[src/rtl/hasher_pkg.sv]
// Shared types for the hash readout path: the hash word type, its byte count
// and the readout state encoding. The FILL state only exists when
// HASH_READOUT_UNDERFLOW_EN is defined.
package hasher_pkg;

    typedef logic [31:0] hash_t;

    localparam int HASH_BYTES = 4;

    localparam logic [1:0] LAST_BYTE_IDX = 2'(HASH_BYTES - 1);

    typedef enum logic [1:0] {
        ST_IDLE = 2'd0,
        ST_SEND = 2'd1
`ifdef HASH_READOUT_UNDERFLOW_EN
        ,
        ST_FILL = 2'd2
`endif
    } readout_state_t;

endpackage

[src/rtl/hash_readout.sv]
// hash_readout: pops 32-bit FNV-1a results from a first-word-fall-through FIFO
// and streams each one as four bytes to the I2C target transmit path.
// The next hash is popped on the final-byte handshake, so back-to-back hashes
// are sent without a bubble.
// Optional feature: define HASH_READOUT_UNDERFLOW_EN to answer a read on an
// empty FIFO with a single IDLE_BYTE (tx_last=1) and set the sticky
// underflow flag. Without it, tx_ready is ignored while idle and underflow
// is tied low.
module hash_readout
    import hasher_pkg::*;
#(
    parameter bit         MSB_FIRST = 1'b1,
    parameter logic [7:0] IDLE_BYTE = 8'hFF
) (
    input  logic       clk,
    input  logic       reset,
    input  hash_t      res_data,
    input  logic       res_empty,
    output logic       res_pop,
    input  logic       tx_ready,
    output logic       tx_valid,
    output logic [7:0] tx_byte,
    output logic       tx_last,
    output logic       underflow
);

    readout_state_t state;
    readout_state_t state_next;

    logic [1:0] idx;
    logic [1:0] idx_next;
    logic [1:0] idx_plus;
    hash_t      hold;
    hash_t      hold_next;
    logic       valid_next;
    logic [7:0] byte_next;
    logic       last_next;
    logic       handshake;

    hash_t      mux_word;
    logic [1:0] mux_idx;
    logic [7:0] byte_sel;

`ifdef HASH_READOUT_UNDERFLOW_EN
    logic       underflow_next;
`endif

    assign handshake = tx_valid && tx_ready;
    assign idx_plus  = idx + 2'd1;

    // Pop strobe: take a new hash when idle, or on the final-byte handshake so the next hash follows without a gap.
    always_comb begin
        res_pop = 1'b0;
        if (!reset) begin
            unique case (state)
                ST_IDLE: res_pop = !res_empty;
                ST_SEND: res_pop = handshake && (idx == LAST_BYTE_IDX) && !res_empty;
                default: res_pop = 1'b0;
            endcase
        end
    end

    // Byte mux: a freshly popped word starts at byte 0, otherwise the held word advances to its next byte.
    always_comb begin
        byte_sel = 8'h00;
        mux_word = res_pop ? res_data : hold;
        mux_idx  = res_pop ? 2'd0 : idx_plus;
        if (MSB_FIRST) begin
            unique case (mux_idx)
                2'd0: byte_sel = mux_word[31:24];
                2'd1: byte_sel = mux_word[23:16];
                2'd2: byte_sel = mux_word[15:8];
                2'd3: byte_sel = mux_word[7:0];
                default: byte_sel = 8'h00;
            endcase
        end else begin
            unique case (mux_idx)
                2'd0: byte_sel = mux_word[7:0];
                2'd1: byte_sel = mux_word[15:8];
                2'd2: byte_sel = mux_word[23:16];
                2'd3: byte_sel = mux_word[31:24];
                default: byte_sel = 8'h00;
            endcase
        end
    end

    // Next-state logic: every output register is loaded here so the byte, valid and last flags change together.
    always_comb begin
        state_next = state;
        idx_next   = idx;
        hold_next  = hold;
        valid_next = tx_valid;
        byte_next  = tx_byte;
        last_next  = tx_last;
`ifdef HASH_READOUT_UNDERFLOW_EN
        underflow_next = underflow;
`endif
        unique case (state)
            ST_IDLE: begin
                if (!res_empty) begin
                    state_next = ST_SEND;
                    hold_next  = res_data;
                    idx_next   = 2'd0;
                    valid_next = 1'b1;
                    byte_next  = byte_sel;
                    last_next  = 1'b0;
                end
`ifdef HASH_READOUT_UNDERFLOW_EN
                else if (tx_ready) begin
                    state_next     = ST_FILL;
                    valid_next     = 1'b1;
                    byte_next      = IDLE_BYTE;
                    last_next      = 1'b1;
                    underflow_next = 1'b1;
                end
`endif
            end
            ST_SEND: begin
                if (handshake) begin
                    if (idx == LAST_BYTE_IDX) begin
                        if (!res_empty) begin
                            hold_next = res_data;
                            idx_next  = 2'd0;
                            byte_next = byte_sel;
                            last_next = 1'b0;
                        end else begin
                            state_next = ST_IDLE;
                            idx_next   = 2'd0;
                            valid_next = 1'b0;
                            byte_next  = IDLE_BYTE;
                            last_next  = 1'b0;
                        end
                    end else begin
                        idx_next  = idx_plus;
                        byte_next = byte_sel;
                        last_next = (idx_plus == LAST_BYTE_IDX);
                    end
                end
            end
`ifdef HASH_READOUT_UNDERFLOW_EN
            ST_FILL: begin
                if (handshake) begin
                    state_next = ST_IDLE;
                    valid_next = 1'b0;
                    last_next  = 1'b0;
                end
            end
`endif
            default: begin
                state_next = ST_IDLE;
                idx_next   = 2'd0;
                valid_next = 1'b0;
                last_next  = 1'b0;
            end
        endcase
    end

    // State and output registers; reset drops any partially sent hash.
    always_ff @(posedge clk or posedge reset) begin
        if (reset) begin
            state    <= ST_IDLE;
            idx      <= 2'd0;
            hold     <= '0;
            tx_valid <= 1'b0;
            tx_byte  <= 8'h00;
            tx_last  <= 1'b0;
        end else begin
            state    <= state_next;
            idx      <= idx_next;
            hold     <= hold_next;
            tx_valid <= valid_next;
            tx_byte  <= byte_next;
            tx_last  <= last_next;
        end
    end

`ifdef HASH_READOUT_UNDERFLOW_EN
    // Sticky underflow flag, only cleared by reset.
    always_ff @(posedge clk or posedge reset) begin
        if (reset) begin
            underflow <= 1'b0;
        end else begin
            underflow <= underflow_next;
        end
    end
`else
    assign underflow = 1'b0;
`endif

endmodule

[config.mk]
export PLATFORM = sky130hd
export DESIGN_NAME = hash_readout
export DESIGN_NICKNAME = d
export VERILOG_FILES = /design/src/rtl/hasher_pkg.sv /design/src/rtl/hash_readout.sv
export SDC_FILE = /design/constraint.sdc
export NUM_CORES = 1
export LEC_CHECK = 0
export CORE_MARGIN = 1.5
export CORE_UTILIZATION = 53
export CTS_CLUSTER_SIZE = 30
export DETAILED_ROUTE_END_ITERATION = 10
export GPL_TIMING_DRIVEN = 0
export PLACE_DENSITY_LB_ADDON = 0.08
export SLEW_MARGIN = 20
export SYNTH_ARGS = -nofsm -noshare
export SYNTH_HDL_FRONTEND = slang
export SYNTH_SLANG_ARGS = --single-unit
[constraint.sdc]
create_clock -name clk -period 3.2 [get_ports clk]
set_input_delay 0.64 -clock clk [delete_from_list [all_inputs] [get_ports clk]]
set_output_delay 0.64 -clock clk [all_outputs]
set_load 0.05 [all_outputs]
==> metrics.yaml, run 1 <==
cp_data_arrival_time_ns: 2.47
grt_pass1_vias: 1396
port_buffers: 46
netSwitchingFraction_pct: 35.45
postCtsSetupBuffers: 0
grt_overflow: 0
avgRoutedWirePerCell_microns: 17.62
final_area_sq_mm: 0.002674
pin_count: 48
coreArea_sq_mm: 0.003689
seqPwrFrac_pct: 39.1
area_growth_syn_to_layout_pct: 30.94
outcome: "finished clean"
p_int_uw: 1609
final_max_slew_viol_count: 0
cp_cell_sequence: "clkdlybuf4s50_1, a21boi_2, or3_1, buf_2, inv_1, dlygate4sd2_1"
fin_util_pct: 72.49
holdPathEnd: "hold[12]"
startpoint_type: "input port"
dp_hpwl_microns: 2937
yosys_warnings: 0
cts_hold_buffers: 0
syn-num-nets: 170
hold_violations: 0
grt_use_total_pct: 22.31
regArea_sq_mm: 0.001101
r2r_start: "idx[0]"
antennaDiodeCount: 0
die_x_microns: 65.07
syn-cell-area_sq_mm: 0.002042
clkPwrFrac_pct: 14.4
clock.fmax_mhz: 321.8
path_class: "input port to output pin"
drc_errors: 0
worst_slew_pin_slew_ns: 0.5279
fin_crit_sh_pct: 97.12
gp_congestion: 0.8269
drive_above_1_share_pct: 12.83
dpl_cell_area_sq_mm: 0.002582
h-tree-depth: 2
p_total_uw: 2493
synth-seq-cells: 44
synth_seq_area_share_pct: 53.92
p_per_area_mw_per_mm2: 932.4
synth_cells: 132
cts_tree: "done"
num_rows: 22
fin_nets: 224
vdd_drop_max_mv: 0.5053
routed-via-count: 1341
whs_path_depth: 1
comb_power_share_pct: 46.5
r2r_setup_slack_ns: 1.08
grt_setup_unrepaired: "no"
routed_wl_microns: 4141
grt_start_max_net_pins: 32
syn_area_per_cell_sq_um: 15.47
fin_skew_ns: 0.007102
synth_cell_type_count: 25
hold_path.class: "flip-flop to flip-flop"
maxCapViolations: 0
hold_start: "hold[12]"
die_area_sq_mm: 0.004234
clkSlewWorstSetupHoldPaths_ns: 0.08
cts_buffers: 5
routed_via_density: 5.706
ant_nets: 0
cts_resized: 1
initialDrtViolationCount: 49
cp_slowest_cell: "clkdlybuf4s50_1"
min_period_ns: 3.108
crit_path_end_kind: "output pin"
slowest_delay_ns: 0.59
clkLatencyLatePin_ns: 0.30
cts_sinks: 44
nFillCells: 266
power.leakage_uw: 0.001159
setup_viol: 0
ctsRootBufferMaster: "clkbuf_8"
cp_max_fo: 9
first_pass_iters: 4
antenna_found_initial: 0
grt_pass1_wl_microns: 6720
die_y_microns: 65.07
max_slew_margin_pct: 64.81
worstReg2RegEnd: "tx_byte[6]"
reg2reg_depth: 6
clockBufferDepth: 2
p_sw_uw: 883.8
multiInputGateArea_sq_um: 864.6
initial_core_util_pct: 55.36
cp.required_ns: 2.56
==> per-layer routing <==
layer / part of all wire, % / track usage [%]
met1: 41 / 26.94
met2: 50 / 36.34
met3: 5.4 / 6.076
met4: 3.0 / 12.24
met5: 0 / 0
==> power groups by stage <==
stage / sequential (uW) / clock [uW] / combinational [uW]
finish: 975 / 360 / 1160
global route: 1010 / 396 / 1240
CTS: 979 / 368 / 1170
detailed placement: 992 / 0 / 1170
global placement: 971 / 0 / 1130
floorplan: 1150 / 0 / 652
==> critical path, delay by kind of cell <==
kind | cells | cell delay, ns
AO/OA/AOI/OAI | 1 | 0.11
buffers and inverters | 4 | 1.40
AND/OR/NAND/NOR | 1 | 0.31
==> cell usage after synthesis <==
| master | n | area share (%) |
|---|---|---|
| a21boi_2 | 1 | 0.55 |
| a22o_1 | 2 | 0.86 |
| buf_1 | 1 | 0.18 |
| buf_2 | 2 | 0.49 |
| buf_4 | 4 | 1.5 |
| clkbuf_1 | 1 | 0.18 |
| clkbuf_8 | 1 | 0.67 |
| conb_1 | 1 | 0.18 |
| dfrtp_1 | 44 | 54 |
| ha_1 | 2 | 1.2 |
| inv_1 | 4 | 0.74 |
| mux2_1 | 30 | 17 |
| mux2_2 | 3 | 1.7 |
| mux2i_1 | 1 | 0.49 |
| mux4_1 | 7 | 9.0 |
| mux4_2 | 1 | 1.1 |
| nand2_1 | 1 | 0.18 |
| nand2b_1 | 1 | 0.31 |
| nor2_2 | 1 | 0.31 |
| nor2b_1 | 4 | 1.2 |
| o21ai_0 | 2 | 0.49 |
| o21bai_1 | 8 | 2.9 |
| o21bai_2 | 1 | 0.55 |
| o221a_1 | 8 | 4.4 |
| or3_1 | 1 | 0.31 |
==> how the worst max path moves through the flow <==
stage                        start      end  slack, ns  cells after the start
after floorplan           state[0]  res_pop       0.96                      4
after global placement    tx_ready  res_pop      -0.13                      6
after detailed placement  tx_ready  res_pop      -0.19                      6
after CTS                 tx_ready  res_pop       0.09                      6
after global routing      tx_ready  res_pop       0.05                      6
final                     tx_ready  res_pop       0.09                      6
==> cell type report <==
type                            count  share of cell area [%]
Clock inverter                      2                  0.3744
Sequential cell                    44                   41.18
Timing Repair Buffer               47                   17.92
Buffer                              9                   2.293
Inverter                            4                  0.5615
Tap cell                           48                   2.246
Clock buffer                        6                   3.088
Multi-Input combinational cell     75                   32.34
==> registers in the layout, indices dropped and copies added, names as in the netlist <==
signal / flops
tx_byte: 8
hold: 32
state: 1
idx: 2
tx_last: 1
==> cells by family after synthesis <==
logic type / Yosys count / share of synthesized area, %
buffers and inverters: 13 / 3.737
muxes: 42 / 28.80
DFF: 44 / 53.92
AOI/OAI and AO/OA: 22 / 9.804
adders and majority gates: 2 / 1.225
other: 1 / 0.1836
and+or+nand+nor: 8 / 2.329
==> placed cells by master (no fill, tap or decap), drive strengths merged <==
cell	n
nand2b	1
mux2i	1
o21ai	2
or3	1
a22o	2
nor2b	4
nand2	1
mux2	33
ha	2
clkbuf	8
o21bai	9
conb	1
mux4	8
clkdlybuf4s50	45
clkinv	2
nor2	1
o221a	8
a21boi	1
inv	4
dfrtp	44
dlygate4sd2	1
buf	8
==> per-stage QoR <==
step | hold WS (ns) | setup slack (ns) | std cells | setup TNS [ns]
2_1_floorplan | 0.4488 | 0.9576 | 132 | 0
3_3_place_gp | 0.4592 | -0.1292 | 226 | -0.1292
3_5_place_dp | 0.4677 | -0.1892 | 227 | -0.1892
4_1_cts | 0.4853 | 0.08678 | 235 | 0
5_1_grt | 0.5063 | 0.04882 | 235 | 0
6_report | 0.4804 | 0.09204 | 235 | 0
Power figures use the tool's default switching activity.
==> run 2: changes to the inputs <==
- CORE_ASPECT_RATIO: default -> 1.25
==> run 2 against run 1 <==
Net effect:
- clock skew up 0.00091 ns
- cell count fell by 3.4%
- clock power about the same
- die area hardly changed
- flip-flop and latch count stayed put
- setup slack gained 0.040 ns
- wire length increased by 5.3%
- critical path type unchanged
==> metrics.yaml, run 2 (synthesized netlist as in run 1, its figures left out) <==
cts_hold_buffers: 0  # unchanged
vdd_drop_max_mv: 0.4822  # -4.6%
crit_path_end_kind: "output pin"
critical_path_buf_inv_count: 4  # unchanged
die_y_microns: 72.40  # +11%
reg.largest.list: "hold: 32 flops, tx_byte: 8 flops, idx: 2 flops"
final_common_cell: "clkdlybuf4s50_1"
first_pass_iters: 4  # unchanged
fin_nets: 224  # unchanged
startpoint_type: "input port"
worst_slew_pin_slew_ns: 0.5343  # +0.006398 ns
routed_via_density: 5.925  # +3.8%
grt_use_total_pct: 22.73  # +0.42 points
cp_slowest_cell: "clkdlybuf4s50_1"
cts_buffers: 5  # unchanged
min_period_ns: 3.068  # -0.04019 ns
fin_util_pct: 71.50  # -0.99 points
antennaDiodeCount: 0  # unchanged
p_per_area_mw_per_mm2: 945.8  # +1.4%
clkSlewWorstSetupHoldPaths_ns: 0.07  # about the same
dp_hpwl_microns: 3059  # +4.1%
area_growth_syn_to_layout_pct: 30.33
ant_nets: 0  # unchanged
clock.fmax_mhz: 326.0  # +1.3%
dpl_cell_area_sq_mm: 0.002572  # -0.39%
clkLatencyLatePin_ns: 0.30  # about the same
max_slew_margin_pct: 64.38  # -0.43 points
cp_cell_sequence: "clkdlybuf4s50_1, a21boi_2, or3_1, buf_2, inv_1, dlygate4sd2_1"
final_max_slew_viol_count: 0  # unchanged
maxCapViolations: 0  # unchanged
top_register: "hold"
grt_start_max_net_pins: 30  # -6.3%
grt_setup_unrepaired: "no"
cp_data_arrival_time_ns: 2.43  # -0.04 ns
outcome: "finished clean"
largest_reg_flops: 32  # unchanged
path_class: "input port to output pin"
avgRoutedWirePerCell_microns: 19.20  # +9.0%
hold_violations: 0  # unchanged
drc_errors: 0  # unchanged
cp_top_family: "buffers and inverters"
final_cell_mix: "clkdlybuf4s50_1, dfrtp_1, mux2_1, o21bai_1, o221a_1"
fin_crit_sh_pct: 95.87  # -1.3 points
die_area_sq_mm: 0.004236  # about the same
nFillCells: 252  # -5.3%
power.leakage_uw: 0.001153  # -0.47%
drive_above_1_share_pct: 11.76  # -1.1 points
grt_overflow: 0  # unchanged
cp.required_ns: 2.56  # about the same
grt_pass1_vias: 1412  # +1.1%
final_area_sq_mm: 0.002661  # -0.47%
cts_tree: "done"
cts_sinks: 44  # unchanged
initial_core_util_pct: 54.86  # -0.50 points
initialDrtViolationCount: 59  # +20%
grt_pass1_wl_microns: 6900  # +2.7%
clockBufferDepth: 2  # unchanged
num_rows: 25  # +14%
fin_skew_ns: 0.008010  # +0.0009075 ns
antenna_found_initial: 0  # unchanged
ctsRootBufferMaster: "clkbuf_8"
setup_viol: 0  # unchanged
pin_count: 48  # unchanged
routed_wl_microns: 4359  # +5.3%
cp_max_fo: 9  # unchanged
coreArea_sq_mm: 0.003722  # +0.92%
slowest_delay_ns: 0.59  # about the same
die_x_microns: 58.52  # -10%
port_buffers: 46  # unchanged
gp_congestion: 0.8168  # -1.2%
h-tree-depth: 2  # unchanged
routed-via-count: 1345  # +0.30%
hold_path.class: "flip-flop to flip-flop"
run 2: changes by cell type in the layout (fill, tap and decap cells not counted):
cell,before,now
clkinv_2,2,0
clkbuf_1,1,3
run 2: path summary, 6_finish.rpt:
check / cells after the start / slack (ns) / startpoint / to
worst max-delay path: 6 / 0.13 / tx_ready / res_pop
worst min-delay path: 1 / 0.48 / hold[7] / hold[7]
worst max register to register: 6 / 1.07 / idx[0] / tx_byte[0]
worst min register to register: 1 / 0.48 / hold[7] / hold[7]
max in group asynchronous: 3 / 2.03 / reset / hold[0]
min in group asynchronous: 2 / 0.69 / reset / hold[25]
run 2: power by group:
group / switching [uW] / leakage (uW) / internal (uW)
logic: 569 / 0.000589 / 601
registers: 151 / 0.000519 / 838
clock network: 182 / 0.0000455 / 176
total: 901 / 0.00115 / 1620
run 2: cell type report:
class | instances | area (sq um) | share of cell area, %
inverter | 4 | 15.01 | 0.5642
sequential | 44 | 1101 | 41.37
buffer | 9 | 61.31 | 2.304
multi-input combinational | 75 | 864.6 | 32.49
clock buffer | 8 | 90.09 | 3.385
timing repair buffer | 47 | 479.2 | 18.01
tap | 40 | 50.05 | 1.881
run 2: metal layers:
metal | up-vias | global-route usage [%] | wire (microns)
met1 | 687 | 28.17 | 1703
li1 | 598 | - | -
met2 | 53 | 39.08 | 2392
met5 | - | 0 | 0
met3 | 7 | 4.813 | 202
met4 | 0 | 7.752 | 59
run 2: metrics by stage:
step | total power, uW | cells | hold WS (ns) | setup WS (ns) | setup TNS [ns]
CTS | 2535 | 227 | 0.4841 | 0.1435 | 0
finish | 2517 | 227 | 0.4797 | 0.1322 | 0
floorplan | 1803 | 132 | 0.4488 | 0.9576 | 0
detailed placement | 2174 | 219 | 0.4672 | -0.1333 | -0.1333
global placement | 2107 | 218 | 0.4605 | -0.1114 | -0.1114
global route | 2656 | 227 | 0.5081 | 0.06594 | 0
run 2: repair_timing:
action                     in CTS  in global routing
gates resized for setup         1                  0
setup endpoints to repair       1                  0
setup buffers                   0                  0
==> run 3: changes to the inputs <==
- CORE_UTILIZATION: 53 -> 55
- CTS_BUF_LIST: default -> sky130_fd_sc_hd__clkbuf_8
- GPL_ROUTABILITY_DRIVEN: default -> 0
==> run 3 against run 2 <==
Net effect:
- sequential share of layout area about the same
- worst hold slack gained 0.0049 ns
- die area fell by 3.5%
- critical path type unchanged
- critical endpoint unchanged
==> metrics.yaml, run 3 (synthesized netlist as in run 1, its figures left out) <==
outcome: "finished clean"
hold_path.class: "flip-flop to flip-flop"
final_cell_mix: "clkdlybuf4s50_1, dfrtp_1, mux2_1, o21bai_1, o221a_1"
antennaDiodeCount: 0  # unchanged
maxCapViolations: 0  # unchanged
initial_core_util_pct: 58.12  # +3.3 points
seqPwrFrac_pct: 39.3  # about the same
num_rows: 24  # -4.0%
cts_sinks: 44  # unchanged
die_x_microns: 57.50  # -1.7%
die_y_microns: 71.13  # -1.8%
reg2reg_depth: 6  # unchanged
grt_start_max_net_pins: 32  # +6.7%
clkSlewWorstSetupHoldPaths_ns: 0.09  # +0.02 ns
die_area_sq_mm: 0.004090  # -3.5%
final_max_slew_viol_count: 0  # unchanged
top_usage_layer: "met2"
drive_above_1_share_pct: 12.83  # +1.1 points
vdd_drop_max_mv: 0.6964  # +44%
min_period_ns: 3.085  # +0.01704 ns
holdWs_ns: 0.4846  # +0.004915 ns
dpl.cell_count: 218  # -0.46%
hold_start: "hold[12]"
worstReg2RegEnd: "tx_byte[6]"
p_int_uw: 1591  # -1.5%
postCtsSetupBuffers: 0  # unchanged
holdPathEnd: "hold[12]"
r2r_setup_slack_ns: 1.08  # about the same
drc_errors: 0  # unchanged
p_sw_uw: 903.3  # +0.21%
fin_nets: 224  # unchanged
reg.largest.list: "hold: 32 flops, tx_byte: 8 flops, idx: 2 flops"
max_slew_margin_pct: 63.27  # -1.1 points
hold_violations: 0  # unchanged
clock.fmax_mhz: 324.2  # -0.55%
ctsRootBufferMaster: "clkbuf_8"
top_register: "hold"
grt_overflow: 0  # unchanged
cp.required_ns: 2.56  # about the same
grt_use_met2_pct: 40.40  # +1.3 points
path_class: "input port to output pin"
area_growth_syn_to_layout_pct: 30.39  # about the same
grt_pass1_vias: 1403  # -0.64%
power.leakage_uw: 0.001148  # -0.45%
final_common_cell: "clkdlybuf4s50_1"
comb_power_share_pct: 46.5  # about the same
grt_pass1_wl_microns: 6975  # +1.1%
coreArea_sq_mm: 0.003513  # -5.6%
clkLatencyLatePin_ns: 0.30  # about the same
p_per_area_mw_per_mm2: 937.0  # -0.93%
grt_use_total_pct: 23.25  # +0.52 points
initialDrtViolationCount: 56  # -5.1%
routed-via-count: 1342  # -0.22%
netSwitchingFraction_pct: 36.21  # +0.40 points
avgRoutedWirePerCell_microns: 18.62  # -3.1%
fin_skew_ns: 0.005744  # -0.002266 ns
crit_path_end_kind: "output pin"
worst_slew_pin_slew_ns: 0.5509  # +0.01663 ns
ant_nets: 0  # unchanged
cp_data_arrival_time_ns: 2.44  # about the same
grt_use_met1_pct: 29.41  # +1.2 points
antenna_found_initial: 0  # unchanged
routed_wl_microns: 4207  # -3.5%
fin_crit_sh_pct: 96.40  # +0.53 points
port_buffers: 46  # unchanged
pin_count: 48  # unchanged
clkPwrFrac_pct: 14.2  # about the same
final_cells: 226  # -0.44%
p_total_uw: 2495  # -0.88%
cts_tree: "done"
h-tree-depth: 2  # unchanged
cts_buffers: 5  # unchanged
setup_viol: 0  # unchanged
cp_max_fo: 9  # unchanged
startpoint_type: "input port"
cts_hold_buffers: 0  # unchanged
cts_resized: 1  # unchanged
r2r_start: "idx[0]"
dp_hpwl_microns: 3013  # -1.5%
grt_setup_unrepaired: "no"
whs_path_depth: 1  # unchanged
first_pass_iters: 4  # unchanged
routed_via_density: 5.938  # +0.22%
clockBufferDepth: 2  # unchanged
grt_util_met3_pct: 5.119  # +0.31 points
largest_reg_flops: 32  # unchanged
-- run 3: changes by cell type in the layout (fill, tap and decap cells not counted) --
cell,previous run,this run
clkbuf_8,7,6
clkinv_4,0,1
clkinvlp_4,0,2
clkbuf_1,3,1
-- run 3: worst max-delay path by stage --
| stage | to | start | depth (start not counted) | slack (ns) |
|---|---|---|---|---|
| 3_3_place_gp | res_pop | tx_ready | 6 | -0.12 |
| 2_1_floorplan | res_pop | state[0] | 4 | 0.96 |
| 5_1_grt | res_pop | tx_ready | 6 | 0.06 |
| 6_report | res_pop | tx_ready | 6 | 0.12 |
| 3_5_place_dp | res_pop | tx_ready | 6 | -0.15 |
| 4_1_cts | res_pop | tx_ready | 6 | 0.11 |
-- run 3: worst max-delay path, cell delays in order --
cell             delay [ns]
clkdlybuf4s50_1        0.60
a21boi_2               0.11
or3_1                  0.32
buf_2                  0.20
inv_1                  0.07
dlygate4sd2_1          0.51
-- run 3: metrics by stage --
stage               area (sq um)  utilization (%)  setup TNS [ns]  setup slack [ns]
CTS                         2663            75.78               0            0.1147
global route                2663            75.78               0           0.05728
detailed placement          2571            73.18         -0.1549           -0.1549
floorplan                   2042                -               0            0.9576
finish                      2663            75.78               0            0.1152
global placement            2551            72.61         -0.1172           -0.1172
-- run 3: area by class of cell --
type                            count  area [sq um]
Timing Repair Buffer               47         479.2
Multi-Input combinational cell     75         864.6
Clock inverter                      3         23.77
Fill cell                         251         850.8
Clock buffer                        5         68.82
Inverter                            4         15.01
Tap cell                           39         48.80
Sequential cell                    44          1101
Buffer                              9         61.31
-- run 3: layer usage --
layer	part of all wire [%]	wire length, microns
met1	41	1729
met2	55	2295
met3	3.4	143
met4	0.90	38
met5	0	0
-- run 3: power by group through the flow --
stage | clock, uW | combinational, uW | sequential [uW]
2_1_floorplan | 0 | 652 | 1150
3_3_place_gp | 0 | 1130 | 972
3_5_place_dp | 0 | 1170 | 994
4_1_cts | 359 | 1170 | 983
5_1_grt | 382 | 1240 | 1020
6_report | 354 | 1160 | 981
